### src/rtl/btn_pkg.sv
// Shared types and sizing helpers for the button conditioner channels.
package btn_pkg;

    typedef enum logic [1:0] {
        S_OFF  = 2'd0,
        S_ON   = 2'd1,
        S_HELD = 2'd2,
        S_REL  = 2'd3
    } btn_state_e;

    // Width needed to hold the largest terminal count without wrapping.
    function automatic int unsigned cnt_width(input int unsigned a, input int unsigned b,
                                              input int unsigned c);
        int unsigned m;
        m = a;
        if (b > m) m = b;
        if (c > m) m = c;
        return $clog2(m + 1);
    endfunction

endpackage

### src/rtl/btn_channel.sv
// One input channel: synchroniser, debounce FSM, press/release pulses and optional auto-repeat.
module btn_channel
    import btn_pkg::*;
#(
    parameter int unsigned SYNC_STAGES     = 2,
    parameter int unsigned DEBOUNCE_CYCLES = 4,
    parameter int unsigned ACTIVE_LOW      = 1,
    parameter int unsigned REPEAT_EN       = 0,
    parameter int unsigned REPEAT_DELAY    = 25_000_000,
    parameter int unsigned REPEAT_PERIOD   = 5_000_000
) (
    input  logic clk,
    input  logic reset,
    input  logic in,
    output logic level,
    output logic out,
    output logic rel
);

    localparam int unsigned CW = cnt_width(DEBOUNCE_CYCLES, REPEAT_DELAY, REPEAT_PERIOD);
    localparam logic [CW-1:0] DEB_TERM = CW'(DEBOUNCE_CYCLES - 1);

    logic [SYNC_STAGES-1:0] sync_q;
    logic                   s;
    btn_state_e             ps, ns;
    logic [CW-1:0]          dcnt_q, dcnt_d;
    logic                   press_accept, rel_accept, rep_hit;

    // Normalise so that 1 always means pressed; reset loads the released value.
    always_ff @(posedge clk) begin
        if (reset) begin
            sync_q <= '0;
        end else begin
            sync_q[0] <= in ^ (ACTIVE_LOW != 0);
            for (int i = 1; i < int'(SYNC_STAGES); i++) begin
                sync_q[i] <= sync_q[i-1];
            end
        end
    end

    assign s = sync_q[SYNC_STAGES-1];

    assign press_accept = (ps == S_OFF) && s && (dcnt_q == DEB_TERM);
    assign rel_accept   = (ps == S_HELD) && !s && (dcnt_q == DEB_TERM);

    always_comb begin
        ns     = ps;
        dcnt_d = '0;
        case (ps)
            S_OFF: begin
                if (press_accept) ns = S_ON;
                else if (s)       dcnt_d = dcnt_q + 1'b1;
            end
            S_ON:  ns = S_HELD;
            S_HELD: begin
                if (rel_accept) ns = S_REL;
                else if (!s)    dcnt_d = dcnt_q + 1'b1;
            end
            S_REL:   ns = S_OFF;
            default: ns = S_OFF;
        endcase
    end

    always_ff @(posedge clk) begin
        if (reset) begin
            ps     <= S_OFF;
            dcnt_q <= '0;
        end else begin
            ps     <= ns;
            dcnt_q <= dcnt_d;
        end
    end

    generate
        if (REPEAT_EN != 0) begin : g_rep
            localparam logic [CW-1:0] DELAY_TERM  = CW'(REPEAT_DELAY - 1);
            localparam logic [CW-1:0] PERIOD_TERM = CW'(REPEAT_PERIOD - 1);

            logic [CW-1:0] rcnt_q;
            logic          first_q;
            logic [CW-1:0] rep_term;

            assign rep_term = first_q ? DELAY_TERM : PERIOD_TERM;
            // A release accepted in the same cycle suppresses the repeat pulse.
            assign rep_hit  = (ps == S_HELD) && (rcnt_q == rep_term) && !rel_accept;

            always_ff @(posedge clk) begin
                if (reset) begin
                    rcnt_q  <= '0;
                    first_q <= 1'b0;
                end else if (ps == S_ON) begin
                    rcnt_q  <= '0;
                    first_q <= 1'b1;
                end else if (ps == S_HELD) begin
                    if (rcnt_q == rep_term) begin
                        rcnt_q  <= '0;
                        first_q <= 1'b0;
                    end else begin
                        rcnt_q <= rcnt_q + 1'b1;
                    end
                end
            end
        end else begin : g_no_rep
            assign rep_hit = 1'b0;
        end
    endgenerate

    assign level = (ps == S_ON) || (ps == S_HELD);
    assign out   = (ps == S_ON) || rep_hit;
    assign rel   = (ps == S_REL);

endmodule

### src/rtl/button_conditioner.sv
// Multi-channel key/switch front end: N_CH independent conditioned channels plus an any-press flag.
module button_conditioner
    import btn_pkg::*;
#(
    parameter int unsigned N_CH            = 4,
    parameter int unsigned SYNC_STAGES     = 2,
    parameter int unsigned DEBOUNCE_CYCLES = 4,
    parameter int unsigned ACTIVE_LOW      = 1,
    parameter int unsigned REPEAT_EN       = 0,
    parameter int unsigned REPEAT_DELAY    = 25_000_000,
    parameter int unsigned REPEAT_PERIOD   = 5_000_000
) (
    input  logic            clk,
    input  logic            reset,
    input  logic [N_CH-1:0] in,
    output logic [N_CH-1:0] level,
    output logic [N_CH-1:0] out,
    output logic [N_CH-1:0] rel,
    output logic            any_out
);

    generate
        for (genvar i = 0; i < int'(N_CH); i++) begin : g_ch
            btn_channel #(
                .SYNC_STAGES    (SYNC_STAGES),
                .DEBOUNCE_CYCLES(DEBOUNCE_CYCLES),
                .ACTIVE_LOW     (ACTIVE_LOW),
                .REPEAT_EN      (REPEAT_EN),
                .REPEAT_DELAY   (REPEAT_DELAY),
                .REPEAT_PERIOD  (REPEAT_PERIOD)
            ) u_ch (
                .clk  (clk),
                .reset(reset),
                .in   (in[i]),
                .level(level[i]),
                .out  (out[i]),
                .rel  (rel[i])
            );
        end
    endgenerate

    assign any_out = |out;

endmodule

### config.mk
export PLATFORM = sky130hd
export DESIGN_NAME = button_conditioner
export DESIGN_NICKNAME = d
export VERILOG_FILES = /design/src/rtl/btn_pkg.sv /design/src/rtl/btn_channel.sv /design/src/rtl/button_conditioner.sv
export SDC_FILE = /design/constraint.sdc
export NUM_CORES = 1
export LEC_CHECK = 0
export CAP_MARGIN = 20
export CORE_MARGIN = 4
export CORE_UTILIZATION = 36
export DETAILED_ROUTE_END_ITERATION = 8
export PLACE_DENSITY = 0.59
export SYNTH_ARGS = -nofsm -noshare
export SYNTH_HDL_FRONTEND = slang
export SYNTH_SLANG_ARGS = --single-unit
export TNS_END_PERCENT = 50
### constraint.sdc
create_clock -name clk -period 2.1 [get_ports clk]
set_input_delay 0.42 -clock clk [delete_from_list [all_inputs] [get_ports clk]]
set_output_delay 0.42 -clock clk [all_outputs]
set_load 0.02 [all_outputs]
# After elaboration in Yosys (flattened, before gate mapping)
# Index checks and enable logic that the tools add are counted.
# classes
add_sub_neg,4
eq_ne,24
n_bitwise,4
n_mux,32
n_reduce_logical,33
# ops
operator,count
25-bit two-way mux,16
25-bit one-hot mux with 2 select lines,4
25-bit by 1-bit adder with 25-bit output (second input constant),4
25-bit by 2-bit equality test with 1-bit output (second input constant),4
2-bit one-hot mux with 4 select lines,4
2-bit equality test (second input constant),8
1-bit logical AND,16
2-bit two-way mux,8
2-bit by 1-bit != test with 1-bit output (second input constant),8
2-bit by 1-bit equality test with 1-bit output (second input constant),4
2-bit logical NOT,4
2-bit AND reduction,4
1-bit logical NOT,4
1-bit logical OR,4
1-bit NOT,4
4-bit OR reduction,1
# word_totals
out_inout_bits,13
register_bits,116
inputBits,6

# Logic depth before layout (Yosys ltp)
# logic_depth
ltp_word,5
ltp_mapped,7
depth_no_buf,6

# Hierarchy
# Synthesis repeated with hierarchy kept, for this count alone.
# hier_totals
hier_cells,637
area_unflattened_um2,5592.9
# by_module_without_submodules
mod,seq_area_each_um2,n_inst,cells_each,area_per_inst_um2
btn_channel,580.6,4,159,1396.3
button_conditioner,0.0,1,1,7.5

# Least setup slack after synthesis
# OpenSTA, ideal clock, no wires.
# synth_timing
kind,flip-flop to flip-flop
startpoint,register g_ch[3].u_ch.dcnt_q[0]
endpoint,register g_ch[3].u_ch.dcnt_q[24]
setup_slack_ns,0.145
path_buffers,1
synth_period_minus_slack_ns,1.955
stages_incl_launch_ff,7
arrival_ns,1.885
setup_time_ns,0.070
cell_sequence,dfxtp_1 -> ha_1 -> nand4_1 -> or4_1 -> clkbuf_2 -> or4_1 -> a21oi_1
# synth_via
elab_chain_len,4
word_cells_on_any_way,9
classes_between,add/sub: 1; eq/ne: 1; mux: 5; reduce/logical: 2
# synth_rtl
item,line_no,text
"start, declared",btn_channel.sv:26,"logic [CW-1:0] dcnt_q, dcnt_d;"
"start signal, assigned",btn_channel.sv:70,dcnt_q <= dcnt_d;
25-bit by 1-bit adder with 25-bit output / 25-bit by 2-bit equality test with 1-bit output (equally long branches),-,
"25-bit two-way mux, or another cell as far along",btn_channel.sv:57,else if (!s) dcnt_d = dcnt_q + 1'b1;
25-bit two-way mux (on tied branches),"btn_channel.sv:56, btn_channel.sv:51",
25-bit one-hot mux with 2 select lines (*),btn_channel.sv:49,case (ps)
# Every way passes the cells marked *; elsewhere a longest branch is shown, timed or not.
# A chain may end at the register's enable or synchronous reset.

# Worst setup path after layout
# layout_timing
startpoint,register g_ch[0].u_ch.ps[1]
endpoint,output any_out
# layout_via
elab_chain_len,2
# layout_rtl
item,line_no,text
"start, declared",btn_channel.sv:25,"btn_state_e ps, ns;"
"start signal, assigned",btn_channel.sv:69,ps <= ns;
2-bit by 1-bit equality test with 1-bit output,btn_channel.sv:109,assign out = (ps == S_ON) || rep_hit;
4-bit OR reduction,button_conditioner.sv:42,assign any_out = |out;
"end, declared",button_conditioner.sv:19,output logic any_out
# Every way passes these cells.

==> flow_results.xml <==
<?xml version="1.0" encoding="UTF-8"?>
<metrics>
  <group name="job">
    <metric name="max_cap_viol_count" unit="">0</metric>
  </group>
  <group name="cts">
    <metric name="cts_tree" unit="">built</metric>
    <metric name="ctsHtreeMaxLevel" unit="">4</metric>
    <metric name="cts_buffer_count" unit="">17</metric>
    <metric name="cts.sink_count" unit="">116</metric>
    <metric name="clk_path_buf_depth" unit="">2</metric>
    <metric name="holdBufCountCts" unit="">0</metric>
    <metric name="postCtsSetupRepairBufs" unit="">0</metric>
    <metric name="insertion_delay" unit="ps">410</metric>
    <metric name="root_buffer" unit="">clkbuf_16</metric>
    <metric name="path_clk_slew" unit="ps">50</metric>
  </group>
  <group name="synth">
    <metric name="synthTopCellsByArea" unit="">dfxtp_1 41%, xnor2_1 5.5%, nor2_1 5.2%, ha_1 4.5%, a21oi_1 3.7%</metric>
    <metric name="yosysSeqAreaShare" unit="%">41.4</metric>
    <metric name="synth_area_per_cell" unit="µm²">8.53</metric>
    <metric name="synth_edf_count" unit="">0</metric>
    <metric name="postSynth.asyncResetShare" unit="%">0</metric>
    <metric name="mappedNetlistArea" unit="mm²">0.00561</metric>
    <metric name="commonest_cells_in_the_netlist" unit="">116 x dfxtp_1, 77 x nor2_1, 41 x a21oi_1</metric>
    <metric name="yosysUniqueCellTypes" unit="">43</metric>
    <metric name="netlist.top_cell.by_area" unit="">dfxtp_1</metric>
    <metric name="synth.yosys.warnings" unit="">0</metric>
    <metric name="synth_nets" unit="">684</metric>
    <metric name="post-synth-top-count-cell" unit="">dfxtp_1</metric>
    <metric name="syn-instance-count" unit="">658</metric>
    <metric name="synth-main-ff-cell" unit="">dfxtp_1</metric>
    <metric name="synth_register_bits" unit="">116</metric>
    <metric name="synth_top_cell_area_share" unit="%">41.4</metric>
  </group>
  <group name="worst_setup_path">
    <metric name="crit_fanout" unit="">2</metric>
    <metric name="crit_path_cell_chain" unit="">inv_1 -&gt; ha_1 -&gt; or4_4 -&gt; buf_6</metric>
    <metric name="crit_cells" unit="">4</metric>
    <metric name="critical_path.max_stage_delay" unit="ps">510</metric>
    <metric name="timing.reg2reg.worst_path_depth" unit="">4</metric>
    <metric name="top_cell_family_by_delay_on_the_critical_path" unit="">simple AND/OR/NAND/NOR gates</metric>
    <metric name="worstSetupEndpointType" unit="">output port</metric>
    <metric name="required" unit="ps">1680</metric>
    <metric name="critPathBufInv" unit="">2</metric>
    <metric name="timing.critical_path.arrival" unit="ps">1630</metric>
    <metric name="critPathKind" unit="">flip-flop to output port</metric>
    <metric name="critical_path.startpoint_type" unit="">flip-flop</metric>
    <metric name="r2r-start" unit="">g_ch[0].u_ch.dcnt_q[5]</metric>
    <metric name="regToRegEndpoint" unit="">g_ch[0].u_ch.dcnt_q[21]</metric>
    <metric name="critical-path-slowest-cell" unit="">or4_4</metric>
    <metric name="reg2reg_setup_slack" unit="ps">110</metric>
  </group>
  <group name="global_routing">
    <metric name="grt_util_all_layers" unit="%">13.5</metric>
    <metric name="busiest_layer" unit="">met2</metric>
    <metric name="grt_start_max_net_pins" unit="">26</metric>
    <metric name="grtUsageMet1" unit="%">16.3</metric>
    <metric name="met3_usage" unit="%">3.50</metric>
    <metric name="global_route_wire_length_before_repair" unit="mm">20.1</metric>
    <metric name="grt_util_met2" unit="%">23.2</metric>
    <metric name="vias_in_the_first_global_route" unit="">4516</metric>
    <metric name="antenna_found_initial" unit="">0</metric>
    <metric name="grt-ovfl-total" unit="">0</metric>
  </group>
  <group name="sta">
    <metric name="worst_slew_margin_rel" unit="%">72.4</metric>
    <metric name="achievable-frequency" unit="MHz">488</metric>
    <metric name="final_worst_setup_slack" unit="ps">49.4</metric>
    <metric name="setup-violations-final" unit="">0</metric>
    <metric name="timing.final.crit_share" unit="%">97.6</metric>
    <metric name="unrepaired_setup_endpoints_after_global_routing" unit="">yes</metric>
    <metric name="final-hold-violation-count" unit="">0</metric>
    <metric name="whs" unit="ps">441</metric>
    <metric name="period_minus_slack" unit="ps">2050</metric>
    <metric name="clock-skew-final" unit="ps">5.68</metric>
    <metric name="tns" unit="ps">0</metric>
    <metric name="timing_max_transition_violations_final" unit="">0</metric>
    <metric name="tightestPinTransition" unit="ps">408</metric>
  </group>
  <group name="floorplan">
    <metric name="core_area" unit="mm²">0.0153</metric>
    <metric name="fp.dieW" unit="µm">133</metric>
    <metric name="pin_count" unit="">19</metric>
    <metric name="rows" unit="">45</metric>
    <metric name="die_h" unit="µm">133</metric>
    <metric name="die_area" unit="mm²">0.0176</metric>
    <metric name="start_util" unit="%">36.8</metric>
  </group>
  <group name="final_layout">
    <metric name="area_growth_syn_to_layout" unit="%">20.6</metric>
    <metric name="diodes" unit="">0</metric>
    <metric name="post-route-cell-area" unit="mm²">0.00677</metric>
    <metric name="final_net_count" unit="">715</metric>
    <metric name="drive_gt1_share" unit="%">12.3</metric>
  </group>
  <group name="status">
    <metric name="outcome" unit="">finished, final reports clean</metric>
  </group>
  <group name="pwr">
    <metric name="power_per_cell_area" unit="mW/mm²">840</metric>
    <metric name="power.total" unit="µW">5680</metric>
    <metric name="ir_drop" unit="mV">0.676</metric>
    <metric name="power.static_leakage" unit="µW">0.00219</metric>
  </group>
  <group name="drt">
    <metric name="totalWireLength" unit="mm">11.6</metric>
    <metric name="vias" unit="">4716</metric>
    <metric name="avgRoutedWirePerCell" unit="µm">12.7</metric>
    <metric name="antenna_left" unit="">0</metric>
    <metric name="drc" unit="">0</metric>
    <metric name="detail_route.vias_per_cell" unit="">5.17</metric>
    <metric name="dr.first_iter.drc_count" unit="">210</metric>
    <metric name="drt-pass1-iter-count" unit="">4</metric>
  </group>
  <group name="min_path">
    <metric name="hold_end" unit="">g_ch[0].u_ch.sync_q[1]</metric>
    <metric name="min_path_cells" unit="">1</metric>
    <metric name="timing.hold.worst.start" unit="">g_ch[0].u_ch.sync_q[0]</metric>
    <metric name="hold_class" unit="">flip-flop to flip-flop</metric>
  </group>
  <group name="placement">
    <metric name="gpl.final_weighted_congestion" unit="">0.802</metric>
    <metric name="placement.cell_area" unit="mm²">0.00611</metric>
    <metric name="post-place-ws" unit="ps">34.7</metric>
    <metric name="dpl_wire_length" unit="mm">8.15</metric>
    <metric name="place.port_buffers" unit="">18</metric>
  </group>
</metrics>
==> layout make-up <==
type	instances	area (µm²)
Clock buffer	20	457
Clock inverter	12	178
Fill cell	1490	8490
Inverter	33	124
Multi-Input combinational cell	473	3000
Sequential cell	116	2330
Tap cell	211	264
Timing Repair Buffer	48	419
==> per-layer routing <==
layer / part of all wire [%] / vias up
li1: - / 2425
met1: 47 / 2222
met2: 49 / 54
met3: 2.8 / 15
met4: 1.2 / 0
met5: 0 / -
==> what timing repair did <==
action / in CTS / in global routing
gates resized for setup: 12 / 15
pin swaps: 0 / 1
setup endpoints to repair: 9 / 30
==> through the flow <==
stage          cells  utilization, %
5_1_grt          913            44.3
3_5_place_dp     881            40.0
4_1_cts          913            44.1
3_3_place_gp     881            40.0
2_1_floorplan    658               -
6_report         913            44.3
==> flip-flops by register name, indices dropped and copies added (netlist names) <==
name	cells
g_ch.u_ch.dcnt_q	100
g_ch.u_ch.ps	8
g_ch.u_ch.sync_q	8
==> worst max-delay path by stage <==
stage	startpoint	endpoint	slack, ps
after detailed placement	g_ch[1].u_ch.ps[1]	any_out	30
after CTS	g_ch[1].u_ch.ps[1]	any_out	-120
after floorplan	g_ch[3].u_ch.dcnt_q[0]	g_ch[3].u_ch.dcnt_q[24]	140
after global routing	g_ch[2].u_ch.dcnt_q[5]	g_ch[2].u_ch.dcnt_q[21]	-10
final	g_ch[0].u_ch.ps[1]	any_out	50
after global placement	g_ch[1].u_ch.ps[1]	any_out	30
==> logic make-up (layout without fill, tap and decap cells) <==
logic type	Yosys count	count (layout)	synth area share [%]
DFF	116	116	41.4
buffers and inverters	69	113	5.69
adders and majority gates	20	20	4.46
AOI/OAI and AO/OA	102	102	10.7
and+or+nand+nor	292	292	28.3
muxes	8	8	1.49
xor gates and xnor gates	51	51	7.96
==> power by group <==
group	switching (µW)	leakage, µW	internal (µW)
combinational	198	0.000957	149
clock	1030	0.000299	2050
sequential	20.1	0.000938	2230
total	1250	0.00219	4430
==> placed cells by master (no fill, tap or decap), drive strengths merged, types with 15 or more instances in the layout <==
cell / netlist / final
a21oi: 41 / 41
buf: 16 / 32
clkbuf: 20 / 21
dfxtp: 116 / 116
ha: 20 / 20
inv: 33 / 34
nand2: 35 / 35
nand3: 33 / 33
nand4: 23 / 23
nor2: 77 / 77
nor3: 15 / 15
nor4: 24 / 24
o21ai: 30 / 30
o31ai: 15 / 15
or3: 29 / 29
or4: 25 / 25
xnor2: 35 / 35
xor2: 16 / 16
==> worst reg2reg max path, stage by stage, from the launching register on <==
cell     delay, ps
dfxtp_1        410
nand3_2        180
or4_4          610
or4_1          560
a21oi_1        160
Note: power is estimated with default switching activity, not from simulation.
